## config.mk

```make
export PLATFORM = sky130hd
export DESIGN_NAME = pp_row_sequencer
export DESIGN_NICKNAME = d
export VERILOG_FILES = /design/src/rtl/pp_row_sequencer.sv
export SDC_FILE = /design/constraint.sdc
export NUM_CORES = 1
export LEC_CHECK = 0
export CAP_MARGIN = 0
export CORE_MARGIN = 2
export CORE_UTILIZATION = 30
export DETAILED_ROUTE_END_ITERATION = 8
export GPL_TIMING_DRIVEN = 0
export PLACE_DENSITY_LB_ADDON = 0.3
export SLEW_MARGIN = 20
export SYNTH_ARGS = -nofsm -noshare
export SYNTH_HDL_FRONTEND = slang
export SYNTH_SLANG_ARGS = --single-unit
export TNS_END_PERCENT = 5
```

## constraint.sdc

```tcl
create_clock -name clk -period 7.25 [get_ports clk]
set_input_delay 1.0875 -clock clk [delete_from_list [all_inputs] [get_ports clk]]
set_output_delay 1.0875 -clock clk [all_outputs]
set_load 0.02 [all_outputs]
```

## src/rtl/pp_row_sequencer.sv

```systemverilog
// pp_row_sequencer - sequential unsigned multiplier, one partial-product row per cycle
// Operands are captured in IDLE, WIDTH rows accumulate in RUN, and the product is offered in DONE.
module pp_row_sequencer #(
  parameter int WIDTH = 8
) (
  input  logic                          clk,
  input  logic                          rst_n,
  input  logic                          in_valid,
  output logic                          in_ready,
  input  logic [WIDTH-1:0]              in_a,
  input  logic [WIDTH-1:0]              in_b,
  output logic                          out_valid,
  input  logic                          out_ready,
  output logic [2*WIDTH-1:0]            out_prod,
  output logic                          busy,
  output logic [$clog2(WIDTH)-1:0]      row_idx
);

  localparam int PW = 2 * WIDTH;
  localparam int IW = $clog2(WIDTH);
  localparam logic [IW-1:0] LAST_ROW = IW'(WIDTH - 1);

  localparam logic [1:0] IDLE = 2'd0;
  localparam logic [1:0] RUN  = 2'd1;
  localparam logic [1:0] DONE = 2'd2;

  logic [1:0]       state;
  logic [WIDTH-1:0] a_q;
  logic [WIDTH-1:0] b_q;
  logic [PW-1:0]    acc;
  logic [IW-1:0]    row_q;
  logic             valid_q;
  logic [PW-1:0]    row_ext;
  logic [PW-1:0]    row_term;

  // Row is zero-extended before the shift so no product bit is lost.
  always_comb begin
    row_ext  = {{WIDTH{1'b0}}, a_q & {WIDTH{b_q[row_q]}}};
    row_term = row_ext << row_q;
  end

  always_ff @(posedge clk or negedge rst_n) begin
    if (!rst_n) begin
      state   <= IDLE;
      a_q     <= '0;
      b_q     <= '0;
      acc     <= '0;
      row_q   <= '0;
      valid_q <= 1'b0;
    end else begin
      case (state)
        IDLE: begin
          if (in_valid) begin
            a_q   <= in_a;
            b_q   <= in_b;
            acc   <= '0;
            row_q <= '0;
            state <= RUN;
          end
        end
        RUN: begin
          acc <= acc + row_term;
          if (row_q == LAST_ROW) begin
            row_q <= '0;
            state <= DONE;
          end else begin
            row_q <= row_q + 1'b1;
          end
        end
        DONE: begin
          // Product is presented one cycle after the final row lands in acc.
          if (valid_q && out_ready) begin
            valid_q <= 1'b0;
            state   <= IDLE;
          end else begin
            valid_q <= 1'b1;
          end
        end
        default: begin
          state   <= IDLE;
          valid_q <= 1'b0;
          row_q   <= '0;
        end
      endcase
    end
  end

  assign in_ready  = (state == IDLE);
  assign busy      = (state == RUN) || (state == DONE);
  assign out_valid = valid_q;
  assign out_prod  = acc;
  assign row_idx   = row_q;

endmodule
```

==> impl_metrics.ini <==
[power]
ir_drop_uv = 175
p_per_area_nw_per_um2 = 450
leakage_uw = 0.00143

[synth]
syn_nets = 333
synth_compound_area_frac = 0.185
async_flop_share = 1.00
muxShareOfSynthArea = 0.140
synth_top_family_by_area = compound AO/OA/AOI/OAI gates
ys.flop_type = dfrtp_1
ys_ff_latch = 38
synth-adder-area-share = 0.106
synth_sequential_area_ratio = 0.357
synth.avg_cell_area_um2 = 9.15
synthCells = 291
yosys_warnings = 0
synth_xor_area_frac = 0.0197
synthSimpleGateAreaFrac = 0.160
syn-cell-area_um2 = 2660
synth-edff-count = 0
yosys.cell_types.count = 46

[floorplanning]
die_area_um2 = 9640
rows = 34
core-area_um2 = 8680
initial_core_util = 0.307
die_y_um = 98.2
pin_count = 42
die_width_um = 98.2

[cells_and_area]
antenna_cells = 0
fin_nets = 382
area_growth_pct = 25.3
seq_area_um2 = 951
layout_common_cells = 40 x clkdlybuf4s50_1, 38 x dfrtp_1, 31 x nand2_1
nFillCells = 935
multiInputGateArea_um2 = 1620
layout_commonest_cell = clkdlybuf4s50_1
instances_no_fill = 449
drive_above_1_share = 0.120
final_util = 0.384

[sta]
fin_crit_sh = 0.476
fin_tns_setup_ns = 0
finalMaxSlewViolations = 0
skew_ns = 0.00692
setup_viol = 0
slew_headroom = 0.669
hold_viol = 0
worst_pin_slew_ns = 0.497
rsz0062_at_grt = no
fin_crit_ns = 3.45
timing.fmax_ghz = 0.290

[drt]
dr.pass1.iters = 4
vias_per_cell = 5.08
wl_per_cell_um = 14.1
num_vias = 2281
ant_nets = 0
drc = 0
wl_um = 6350
drt_iter0_drc = 104

[critical_path]
critPathBufInv = 2
critPathMaxStageDelay_ns = 0.55
cp_slowest_cell = mux4_2
worstPathRequired_ns = 7.44
critPathCaptureType = flip-flop
critPathArrivalTime_ns = 3.64
crit_chain = buf_2 -> mux4_2 -> nand2b_1 -> and2_1 -> buf_2 -> a21oi_1 -> ha_1 -> o21ai_1 -> a21oi_1 -> o21a_1 -> o311a_1 -> or3_1 -> a32o_1
critPathKind = flip-flop to flip-flop
crit_fanout = 10
path_delay_family = compound AO/OA/AOI/OAI gates
startpoint_type = flip-flop

[clock_tree]
cts_setup_buffers = 0
cts_resized = 0
numCtsBuffers = 5
cts_buffer_depth = 2
clockRootBuffer = clkbuf_8
cts_sinks = 38
clk_latency_ns = 0.30
cts.clk_slew.worst_paths_ns = 0.09
cts.hold.buffers_added = 0
htreeDepth = 2
cts_tree = done

[placement]
dp_cells = 441
hpwlAfterDp_um = 4910
gp_congestion = 0.842
port_buffers = 41

[global_route]
grt_overflow = 0
grt_use_total = 0.135
grt_pass1_vias = 2250
antenna_found_initial = 0
grt_max_degree = 27
grt_pass1_wl_um = 10800

[run_status]
outcome = completed

[job]
max_cap_violations = 0

[min_path]
hp-class = flip-flop to flip-flop
## cells in the mapped netlist, types with 2 or more instances
library cell	count	area [um^2]
nor2b_1	3	18.8
mux2_2	21	236
o21ai_1	2	10.0
buf_1	2	7.51
nor3_1	5	25.0
ha_1	21	263
a31oi_1	2	12.5
a21oi_1	22	110
o21bai_1	2	15.0
a31o_2	2	17.5
o31a_1	2	17.5
nand3_1	7	35.0
dfrtp_1	38	951
o21ai_0	23	115
xor2_1	3	26.3
and2_1	3	18.8
a32o_1	2	20.0
clkbuf_1	9	33.8
xnor2_1	3	26.3
o211ai_1	3	22.5
buf_2	3	15.0
nand2_1	31	116
mux4_2	2	45.0
inv_1	8	30.0
nand2b_1	8	50.1
or2_2	2	12.5
a211oi_1	5	37.5
a21o_1	4	30.0
nand4_1	3	18.8
nor2_1	25	93.8
o21a_1	2	15.0
mux2i_1	9	90.1
## per-layer routing
| layer | track usage | routed length [um] | vias up |
|---|---|---|---|
| met5 | 0 | 0 | - |
| met4 | 0.0295 | 75 | 0 |
| met3 | 0.0344 | 316 | 8 |
| met2 | 0.222 | 2870 | 50 |
| met1 | 0.181 | 3090 | 1080 |
| li1 | - | - | 1143 |
## report_power, final
group | internal (uW) | leakage (uW) | switching [uW]
Clock | 102 | 0.0000504 | 85.5
Sequential | 302 | 0.000474 | 74.5
Combinational | 421 | 0.000905 | 517
Total | 826 | 0.00143 | 677
## worst reg2reg max path, delay by kind of cell, from the launching register on
kind                     cells  cell delay [ns]
buffers and inverters        2             0.44
AO/OA/AOI/OAI                6             1.01
adder cells (fa/ha/maj)      1             0.32
AND/OR/NAND/NOR              3             0.62
multiplexers                 1             0.55
flip-flops                   1             0.39
## final cells by class
class	count	area share
clock buffers	5	0.0206
flip-flops and latches	38	0.285
plain buffers	14	0.0169
inverters	8	0.00900
well taps	108	0.0405
clock inverters	3	0.0135
multi-input cells	231	0.487
repair buffers	42	0.128
## final timing paths
check / slack, ns / from / depth (start not counted) / endpoint
hold reg to reg: 0.51 / b_q[3] / 1 / b_q[3]
min in group asynchronous: 0.68 / rst_n / 1 / out_prod[14]
hold / removal: 0.51 / b_q[3] / 1 / b_q[3]
setup reg to reg: 3.80 / row_idx[0] / 13 / out_prod[8]
max in group asynchronous: 6.13 / rst_n / 2 / out_prod[0]
setup / recovery: 3.80 / row_idx[0] / 13 / out_prod[8]
## cell families after synthesis
group | Yosys count
xor+xnor | 6
fa+ha+maj | 22
simple gates | 92
flops | 38
compound gates | 79
buf+inv | 22
mux | 32
## stage by stage
| step | instance area (um^2) | total power (uW) | hold slack, ns | worst slack [ns] |
|---|---|---|---|---|
| 2_1_floorplan | 2660 | 1050 | 0.474 | 4.03 |
| 3_3_place_gp | 3210 | 1300 | 0.484 | 3.85 |
| 3_5_place_dp | 3220 | 1320 | 0.495 | 3.83 |
| 4_1_cts | 3340 | 1510 | 0.516 | 3.81 |
| 5_1_grt | 3340 | 1640 | 0.534 | 3.60 |
| 6_report | 3340 | 1500 | 0.507 | 3.80 |
## sequential cells by signal, summed over array words and instances, names as in the netlist
register and cells:
out_prod 16, row_idx 3, b_q 8, out_valid 1
state 2, a_q 8
Power figures use the tool's default switching activity.
